===== src/rtl/lcd_pclk_gen_if.sv =====
`default_nettype none
// ============================================================================
//  Module   : lcd_pclk_gen_if
//  Purpose  : Bundles the panel-ID input and the pixel-clock outputs of
//             lcd_pclk_gen into one interface.
//  Modports : master - the clock generator (samples lcd_id, drives clock side)
//             slave  - the consumer side (panel-ID reader / LCD timing logic)
//  Signals  : lcd_id  [15:0]   panel ID, synchronous to sys_clk
//             pclk             divided pixel clock
//             pclk_en          strobe in the first high cycle of each period
//             bypass           ratio is 1, consumer runs on sys_clk + pclk_en
//             locked           generator running on a stable ratio
//             cur_div [DIV_W]  ratio in use, 0 = output disabled
//  Revision : 1.0  initial release
// ============================================================================
interface lcd_pclk_gen_if #(
    parameter int DIV_W = 8
);
    logic [15:0]      lcd_id;
    logic             pclk;
    logic             pclk_en;
    logic             bypass;
    logic             locked;
    logic [DIV_W-1:0] cur_div;

    modport master (
        input  lcd_id,
        output pclk,
        output pclk_en,
        output bypass,
        output locked,
        output cur_div
    );

    modport slave (
        output lcd_id,
        input  pclk,
        input  pclk_en,
        input  bypass,
        input  locked,
        input  cur_div
    );
endinterface
`default_nettype wire


===== src/rtl/lcd_pclk_gen.sv =====
`default_nettype none
// ============================================================================
//  Module   : lcd_pclk_gen
//  Purpose  : Table-driven integer divider producing the LCD pixel clock from
//             sys_clk. The ratio is looked up from the panel ID; a change of
//             ID drains the current period, holds pclk low for GAP_CYC cycles
//             and reloads the ratio, so no short pulse is ever emitted.
//  Ports    : sys_clk  system clock
//             sys_rst  asynchronous active-low reset
//             bus      lcd_pclk_gen_if.master (lcd_id in; pclk, pclk_en,
//                      bypass, locked, cur_div out - all registered)
//  Revision : 1.0  initial release
// ============================================================================
module lcd_pclk_gen #(
    parameter int               DIV_W   = 8,
    parameter int               GAP_CYC = 4,
    parameter logic [15:0]      ID0     = 16'h4342,
    parameter logic [15:0]      ID1     = 16'h7084,
    parameter logic [15:0]      ID2     = 16'h7016,
    parameter logic [15:0]      ID3     = 16'h4384,
    parameter logic [15:0]      ID4     = 16'h1018,
    parameter logic [DIV_W-1:0] DIV0    = DIV_W'(8),
    parameter logic [DIV_W-1:0] DIV1    = DIV_W'(4),
    parameter logic [DIV_W-1:0] DIV2    = DIV_W'(1),
    parameter logic [DIV_W-1:0] DIV3    = DIV_W'(4),
    parameter logic [DIV_W-1:0] DIV4    = DIV_W'(1),
    parameter logic [DIV_W-1:0] DEF_DIV = '0
) (
    input  wire logic         sys_clk,
    input  wire logic         sys_rst,
    lcd_pclk_gen_if.master    bus
);

    localparam int GW = $clog2(GAP_CYC + 1);
    localparam logic [GW-1:0]    GAP_LOAD = GW'(GAP_CYC);
    localparam logic [DIV_W-1:0] DIV_ONE  = DIV_W'(1);

    typedef enum logic [2:0] {
        ST_GAP   = 3'd0,
        ST_LOAD  = 3'd1,
        ST_RUN   = 3'd2,
        ST_DRAIN = 3'd3,
        ST_IDLE  = 3'd4
    } state_t;

    state_t           state_q,   state_d;
    logic [GW-1:0]    gap_q,     gap_d;
    logic [DIV_W-1:0] cnt_q,     cnt_d;
    logic [15:0]      id_q,      id_d;
    logic [DIV_W-1:0] cur_div_q, cur_div_d;
    logic             pclk_q,    pclk_d;
    logic             pclk_en_q, pclk_en_d;
    logic             bypass_q,  bypass_d;
    logic             locked_q,  locked_d;

    logic [DIV_W-1:0] lut_div;
    logic [DIV_W-1:0] div_hi;
    logic [DIV_W-1:0] cnt_nxt;
    logic             cnt_last;
    logic             pclk_rule;
    logic             id_chg;

    // Lookup is evaluated highest index first so that a match on a lower
    // index overrides it: ID0 wins if several entries carry the same ID.
    always_comb begin
        lut_div = DEF_DIV;
        if (bus.lcd_id == ID4) lut_div = DIV4;
        if (bus.lcd_id == ID3) lut_div = DIV3;
        if (bus.lcd_id == ID2) lut_div = DIV2;
        if (bus.lcd_id == ID1) lut_div = DIV1;
        if (bus.lcd_id == ID0) lut_div = DIV0;
    end

    // High phase length H = div - floor(div/2): odd ratios get the extra
    // cycle in the high phase.
    assign div_hi    = cur_div_q - (cur_div_q >> 1);
    assign cnt_last  = (cnt_q == cur_div_q - DIV_ONE);
    assign cnt_nxt   = cnt_last ? '0 : cnt_q + DIV_ONE;
    assign pclk_rule = (cnt_q < div_hi);
    assign id_chg    = (bus.lcd_id != id_q);

    always_comb begin
        state_d   = state_q;
        gap_d     = gap_q;
        cnt_d     = cnt_q;
        id_d      = id_q;
        cur_div_d = cur_div_q;
        pclk_d    = 1'b0;
        pclk_en_d = 1'b0;
        bypass_d  = bypass_q;
        locked_d  = locked_q;

        case (state_q)
            ST_GAP: begin
                locked_d = 1'b0;
                bypass_d = 1'b0;
                if (gap_q != '0) begin
                    gap_d = gap_q - GW'(1);
                end
                if (gap_q <= GW'(1)) begin
                    state_d = ST_LOAD;
                end
            end

            ST_LOAD: begin
                id_d      = bus.lcd_id;
                cur_div_d = lut_div;
                cnt_d     = '0;
                locked_d  = 1'b0;
                bypass_d  = 1'b0;
                state_d   = (lut_div == '0) ? ST_IDLE : ST_RUN;
            end

            ST_RUN: begin
                if (cur_div_q == DIV_ONE) begin
                    // pclk is never high in bypass, so an ID change can go
                    // straight to the low gap.
                    if (id_chg) begin
                        state_d  = ST_GAP;
                        gap_d    = GAP_LOAD;
                        locked_d = 1'b0;
                        bypass_d = 1'b0;
                    end else begin
                        pclk_en_d = 1'b1;
                        bypass_d  = 1'b1;
                        locked_d  = 1'b1;
                    end
                end else begin
                    pclk_d = pclk_rule;
                    cnt_d  = cnt_nxt;
                    if (id_chg) begin
                        // The detecting cycle already follows drain rules;
                        // if it is the last low cycle the period is complete.
                        locked_d = 1'b0;
                        if (cnt_last) begin
                            state_d = ST_GAP;
                            gap_d   = GAP_LOAD;
                        end else begin
                            state_d = ST_DRAIN;
                        end
                    end else begin
                        pclk_en_d = (cnt_q == '0);
                        locked_d  = locked_q | (cnt_q == '0);
                    end
                end
            end

            ST_DRAIN: begin
                pclk_d   = pclk_rule;
                cnt_d    = cnt_nxt;
                locked_d = 1'b0;
                if (cnt_last) begin
                    state_d = ST_GAP;
                    gap_d   = GAP_LOAD;
                end
            end

            ST_IDLE: begin
                cur_div_d = '0;
                locked_d  = 1'b0;
                bypass_d  = 1'b0;
                if (id_chg) begin
                    state_d = ST_GAP;
                    gap_d   = GAP_LOAD;
                end
            end

            default: begin
                state_d  = ST_GAP;
                gap_d    = GAP_LOAD;
                locked_d = 1'b0;
                bypass_d = 1'b0;
            end
        endcase
    end

    always_ff @(posedge sys_clk or negedge sys_rst) begin
        if (!sys_rst) begin
            state_q   <= ST_GAP;
            gap_q     <= GAP_LOAD;
            cnt_q     <= '0;
            id_q      <= '0;
            cur_div_q <= '0;
            pclk_q    <= 1'b0;
            pclk_en_q <= 1'b0;
            bypass_q  <= 1'b0;
            locked_q  <= 1'b0;
        end else begin
            state_q   <= state_d;
            gap_q     <= gap_d;
            cnt_q     <= cnt_d;
            id_q      <= id_d;
            cur_div_q <= cur_div_d;
            pclk_q    <= pclk_d;
            pclk_en_q <= pclk_en_d;
            bypass_q  <= bypass_d;
            locked_q  <= locked_d;
        end
    end

    assign bus.pclk    = pclk_q;
    assign bus.pclk_en = pclk_en_q;
    assign bus.bypass  = bypass_q;
    assign bus.locked  = locked_q;
    assign bus.cur_div = cur_div_q;

endmodule
`default_nettype wire

===== src/flat_wrapper.sv =====
// flat-port wrapper written by rule: the top's interface ports become plain ports
module lcd_pclk_gen_flat 
#(
    parameter int               DIV_W   = 8,
    parameter int               GAP_CYC = 4,
    parameter logic [15:0]      ID0     = 16'h4342,
    parameter logic [15:0]      ID1     = 16'h7084,
    parameter logic [15:0]      ID2     = 16'h7016,
    parameter logic [15:0]      ID3     = 16'h4384,
    parameter logic [15:0]      ID4     = 16'h1018,
    parameter logic [DIV_W-1:0] DIV0    = DIV_W'(8),
    parameter logic [DIV_W-1:0] DIV1    = DIV_W'(4),
    parameter logic [DIV_W-1:0] DIV2    = DIV_W'(1),
    parameter logic [DIV_W-1:0] DIV3    = DIV_W'(4),
    parameter logic [DIV_W-1:0] DIV4    = DIV_W'(1),
    parameter logic [DIV_W-1:0] DEF_DIV = '0
)
  (sys_clk, sys_rst, bus_lcd_id, bus_pclk, bus_pclk_en, bus_bypass, bus_locked, bus_cur_div);
  lcd_pclk_gen_if #(.DIV_W(DIV_W)) bus_i ();
  input  wire logic sys_clk;
  input  wire logic sys_rst;
  input wire logic [$bits(bus_i.lcd_id)-1:0] bus_lcd_id;
  output wire logic [$bits(bus_i.pclk)-1:0] bus_pclk;
  output wire logic [$bits(bus_i.pclk_en)-1:0] bus_pclk_en;
  output wire logic [$bits(bus_i.bypass)-1:0] bus_bypass;
  output wire logic [$bits(bus_i.locked)-1:0] bus_locked;
  output wire logic [$bits(bus_i.cur_div)-1:0] bus_cur_div;
  assign bus_i.lcd_id = bus_lcd_id;
  assign bus_pclk = bus_i.pclk;
  assign bus_pclk_en = bus_i.pclk_en;
  assign bus_bypass = bus_i.bypass;
  assign bus_locked = bus_i.locked;
  assign bus_cur_div = bus_i.cur_div;
  lcd_pclk_gen #(.DIV_W(DIV_W), .GAP_CYC(GAP_CYC), .ID0(ID0), .ID1(ID1), .ID2(ID2), .ID3(ID3), .ID4(ID4), .DIV0(DIV0), .DIV1(DIV1), .DIV2(DIV2), .DIV3(DIV3), .DIV4(DIV4), .DEF_DIV(DEF_DIV)) u_core (.sys_clk(sys_clk), .sys_rst(sys_rst), .bus(bus_i));
endmodule

===== config.mk =====
export PLATFORM = sky130hd
export DESIGN_NAME = lcd_pclk_gen_flat
export DESIGN_NICKNAME = d
export VERILOG_FILES = /design/src/rtl/lcd_pclk_gen_if.sv /design/src/rtl/lcd_pclk_gen.sv /design/src/flat_wrapper.sv
export SDC_FILE = /design/constraint.sdc
export NUM_CORES = 1
export LEC_CHECK = 0
export CAP_MARGIN = 15
export CELL_PAD_IN_SITES_DETAIL_PLACEMENT = 1
export CELL_PAD_IN_SITES_GLOBAL_PLACEMENT = 1
export CORE_MARGIN = 3
export CORE_UTILIZATION = 23
export CTS_CLUSTER_DIAMETER = 200
export CTS_CLUSTER_SIZE = 10
export DETAILED_ROUTE_END_ITERATION = 7
export PLACE_DENSITY_LB_ADDON = 0.1
export RECOVER_POWER = 25
export SETUP_SLACK_MARGIN = 0.5
export SYNTH_ARGS = -nofsm -noshare
export SYNTH_HDL_FRONTEND = slang
export SYNTH_SLANG_ARGS = --single-unit

===== constraint.sdc =====
create_clock -name sys_clk -period 2.7 [get_ports sys_clk]
set_clock_uncertainty 0.15 [all_clocks]
set_input_delay 0.54 -clock sys_clk [delete_from_list [all_inputs] [get_ports sys_clk]]
set_output_delay 0.54 -clock sys_clk [all_outputs]
set_load 0.02 [all_outputs]

# Word-level counts from Yosys, hierarchy flattened
# Index checks and enable logic that the tools add are counted.
[totals] ff_bits=42 in_bits=18 out_inout_bits=12 wordCells=80
[op_classes] n_addsub=4 magnitude_cmp=2 eq_ne=18 muxes=34 n_bitwise=3 n_reduce_logical=10
[ops] cell="== test 16 x 15 -> 1 bit, second input constant" count=4
[ops] cell="two-way mux 8 bit" count=6
[ops] cell="two-way mux 3 bit" count=11
[ops] cell="one-hot mux 3 bit (5 select lines)" count=2
[ops] cell="one-hot mux 8 bit (3 select lines)" count=1
[ops] cell="== test 16 x 13 -> 1 bit, second input constant" count=1
[ops] cell="logical NOT 8 bit" count=2
[ops] cell="!= test 16 bit" count=1
[ops] cell="one-hot mux 8 bit (2 select lines)" count=1
[ops] cell="two-way mux 1 bit" count=10
[ops] cell="adder 8 x 1 -> 8 bit, second input constant" count=1
[ops] cell="== test 8 x 1 -> 1 bit, second input constant" count=1
[ops] cell="== test 8 bit" count=1
[ops] cell="less-than comparator 8 bit" count=1
[ops] cell="!= test 2 x 1 -> 1 bit, second input constant" count=4
[ops] cell="subtractor 8 x 1 -> 8 bit, second input constant" count=1
[ops] cell="subtractor 8 x 7 -> 8 bit" count=1
[ops] cell="== test 3 x 2 -> 1 bit, second input constant" count=2
[ops] cell="AND reduction 3 bit" count=2
[ops] cell="nonzero test 3 bit" count=2
[ops] cell="one-hot mux 1 bit (2 select lines)" count=2
[ops] cell="AND reduction 2 bit" count=2
[ops] cell="== test 3 x 1 -> 1 bit, second input constant" count=1
[ops] cell="== test 3 bit, second input constant" count=1
[ops] cell="9 further kinds" count=10

# Logic depth before layout (Yosys ltp)
[depth] word_depth=9 mapped_depth=10

# Worst setup path after synthesis
# No wires, ideal clock.
[synth_timing] path_type="register to register" from="register u_core.cur_div_q[0] (netlist: u_core.bus.cur_div[0])" to="register u_core.gap_q[1]" setup_time_ns=0.123 arrival_ns=1.998 required_ns=2.427 slack_ns=0.429 stages_incl_launch_ff=11 n_path_buf=0 synth_period_minus_slack_ns=2.271 path_cell_list="dfrtp_1 -> inv_1 -> ha_1 -> ha_1 -> xnor2_1 -> nor3_2 -> nand3_2 -> a22oi_1 -> nand2_1 -> o21ai_1 -> o21ai_1"
[synth_via] elab_chain_len=6 word_cells_on_any_way=9 cone_classes="1 x add/sub; 3 x eq/ne; 4 x mux; 1 x reduce/logical"
[synth_rtl] item="from (decl)" line="lcd_pclk_gen.sv:50" source="logic [DIV_W-1:0] cur_div_q, cur_div_d;"
[synth_rtl] item="from (signal assigned)" line="lcd_pclk_gen.sv:193" source="cur_div_q <= cur_div_d;"
[synth_rtl] item="subtractor 8 x 1 -> 8 bit" line="lcd_pclk_gen.sv:77" source="assign cnt_last = (cnt_q == cur_div_q - DIV_ONE);"
[synth_rtl] item="== test 8 bit" line="lcd_pclk_gen.sv:77"
[synth_rtl] item="two-way mux 3 bit (2 in series)"
[synth_rtl] item="two-way mux 3 bit" line="lcd_pclk_gen.sv:115" source="if (cur_div_q == DIV_ONE) begin"
[synth_rtl] item="one-hot mux 3 bit (5 select lines)" line="lcd_pclk_gen.sv:93" source="case (state_q)"
[synth_rtl] item="to (signal assigned)" line="lcd_pclk_gen.sv:190" source="gap_q <= gap_d;"
[synth_rtl] item="to (decl)" line="lcd_pclk_gen.sv:47" source="logic [GW-1:0] gap_q, gap_d;"
# Several ways; a longest one is shown, not always the timed one. The select of a mux whose other input is x is not followed.
# A chain may end at the register's enable or synchronous reset.

==> run metrics <==
critical path class in -> async; Layout fillers 1,206; multi-input logic area 0.00156 mm²; Max IR drop VDD 0.254 mV; Seq/Total Area, Yosys 0.376; Tmin final 2170 ps; Die Ht 110 µm; layout cell share with drive strength beyond 1 0.263; RSZ-0062 raised after global routing yes; average size of a mapped cell 9.45 µm²; Initial Util 0.238; CTS Buf Count 5; placeable core area 0.0104 mm²; clk sinks 37; # DRC 0; Synth cell types 52; worst-margin pin slew 918 ps; root buf cell clkbuf_8; nature of the critical path startpoint input port; Hold WC Path Type reg -> reg; post-route ant nets 0; max-cap viol count 0; Clk pwr share 0.248; CTS tree yes; Pre-antenna DRT Iters 4; I/O pins 30; outcome finished, final reports clean; gpl congestion 0.726; Hold Slack 365 ps; Synth Flop Type dfrtp_1; Reg power frac 0.405; Post-Route WL 7000 µm; die area 0.0120 mm²; Internal 1.39 mW; cell taking the most area after synthesis dfrtp_1; post-synthesis sequential element count 37; antenna violations before repair 0; relative slew slack 0.388; vias in the first global route 2,166; Synth Area in Compound Gates 0.125; Final period util 0.803; met3 Usage GRT 0.0247; Worst Path Required 2780 ps; synth warn 0; Final Slew Violations 0; Yosys top cell area share 0.365; vias per std cell 4.64; setup TNS 0 ps; CP Max Fanout 15; die width 110 µm; Area Growth Syn to Fin 33.8%; largest net degree at the start of global routing 18; met1 Use GR 0.173; synthesized instance count 261; fin nets 349; post-synthesis cell area 0.00247 mm²; combinational share of power 0.347; via count 2,097; Port Buffer Count 24; top cells by count, synth dfrtp_1, nand2_1, xnor2_1; top-count cell post-synth dfrtp_1; GRT overflow 0; worst skew pair latency 290 ps; pwr/cell area 619 mW/mm²; synth top area cells dfrtp_1, ha_1, xnor2_1, mux2_2, nand2_1; Critical Path AT 2240 ps; main combinational cell family by area after synthesis simple AND/OR/NAND/NOR gates; Post-synth ARST share 1.00; NetSw 0.655 mW; leakage 1.35 nW; EDFF count, synth 0; Setup crit end kind asynchronous set/reset pin; Clock Path Buffers 2; met2 Use GR 0.201; Sw Share 0.320; All-Layer GR Usage 0.125; Sequential Area 933 µm²; first-pass GRT wire length 11,500 µm; FP Rows 37; gr busiest metal met2; # diodes 0; # H-tree levels 2; post-DP HPWL 5340 µm; xor and xnor area share after synthesis 0.0817; DRT iter0 DRCs 49; post-synthesis mux area share 0.0771; Clock Pin Slew Worst Setup and Hold Paths 70 ps; Routed wire per std cell 15.5 µm; achievable clock frequency 461 MHz; Synth Area in Adders 0.0812; Post-Synth Simple-Gate Area 0.209; Fin. Hold Viols 0; Final Setup Violations 0
through the flow:
stage	util	total power, mW	instances	worst slack [ps]	area (µm²)
final	0.318	2.04	452	533	3300
after global routing	0.318	2.20	452	270	3300
after CTS	0.308	2.07	451	481	3200
after detailed placement	0.286	1.53	432	157	2960
after global placement	0.286	1.53	432	178	2960
after floorplan	-	1.34	266	523	2490
metal layers:
layer	share of wire	up-vias
met5	0	-
met2	0.49	21
li1	-	1028
met4	0.0066	0
met1	0.48	1046
met3	0.019	2
final cells by class:
class                           instances  area share
Multi-Input combinational cell        204       0.474
Sequential cell                        37       0.283
Timing Repair Buffer                   55       0.143
Tap cell                              136      0.0516
Clock buffer                            7      0.0262
Inverter                               12      0.0137
Clock inverter                          1     0.00910
cell usage in the layout (no fill, tap or decap), types with 5 or more instances in the layout:
master           netlist  routed
nor2_1                13      13
o21ai_0               12      11
dfrtp_2                0       5
a21oi_1                9       9
ha_1                  16      13
nand4_1                8       8
xnor2_1               20      17
mux2_2                14      14
nor3_1                10       7
o21ai_1                6       6
nand3_1               10       9
conb_1                 2       7
inv_1                 11       9
buf_4                  5      27
dfrtp_1               36      31
clkdlybuf4s50_1        0      16
nand2_1               24      23
clkbuf_8               0       6
worst max-delay path, stage by stage:
cell and delay [ps]:
dlygate4sd3_1 520, clkbuf_1 430, clkbuf_1 740
path summary, 6_finish.rpt:
kind                                              startpoint                       endpoint  slack, ps  depth (start not counted)
min                              u_core.id_q[11]$_DFFE_PN0N_    u_core.id_q[11]$_DFFE_PN0N_        360                          1
min in group asynchronous                            sys_rst    u_core.id_q[12]$_DFFE_PN0N_        580                          2
min reg2reg                      u_core.id_q[11]$_DFFE_PN0N_    u_core.id_q[11]$_DFFE_PN0N_        360                          1
max reg2reg                u_core.bus.cur_div[2]$_DFFE_PN0P_    u_core.gap_q[1]$_DFFE_PN0P_        580                         10
max                                                  sys_rst  u_core.state_q[1]$_DFFE_PN0P_        530                          3
max in group sys_clk       u_core.bus.cur_div[2]$_DFFE_PN0P_                 bus_cur_div[2]        580                          2
cell families (layout without fill, tap and decap cells):
group,Yosys count,in the layout
multiplexers,17,17
buffers and inverters,25,75
XOR/XNOR,23,23
adder cells (fa/ha/maj),16,16
flip-flops,37,37
AO/OA/AOI/OAI,49,49
AND/OR/NAND/NOR,92,92
other,2,7
power by group through the flow:
stage | clock (mW) | sequential [mW] | combinational (mW)
2_1_floorplan | 0 | 0.798 | 0.540
3_3_place_gp | 0 | 0.834 | 0.699
3_5_place_dp | 0 | 0.829 | 0.705
4_1_cts | 0.534 | 0.823 | 0.711
5_1_grt | 0.554 | 0.851 | 0.793
6_report | 0.507 | 0.828 | 0.708
flip-flops by register name (all words and copies together) (netlist names):
signal,count
u_core.bus.cur_div,3
u_core.cnt_q,8
u_core.bus.pclk_en,1
u_core.bus.bypass,1
u_core.bus.pclk,1
u_core.bus.locked,1
u_core.gap_q,3
u_core.id_q,16
u_core.state_q,3
what timing repair did:
| action | 4_1_cts | 5_1_grt |
|---|---|---|
| endpoints found under the setup margin | 17 | 13 |
| pin swaps | 7 | 13 |
| endpoints found under the hold margin | 7 | 0 |
| hold buffers | 1 | 0 |
| resized for setup | 13 | 22 |
| buffers inserted | 10 | 1 |
No activity file was read; power rests on OpenSTA's default activity.
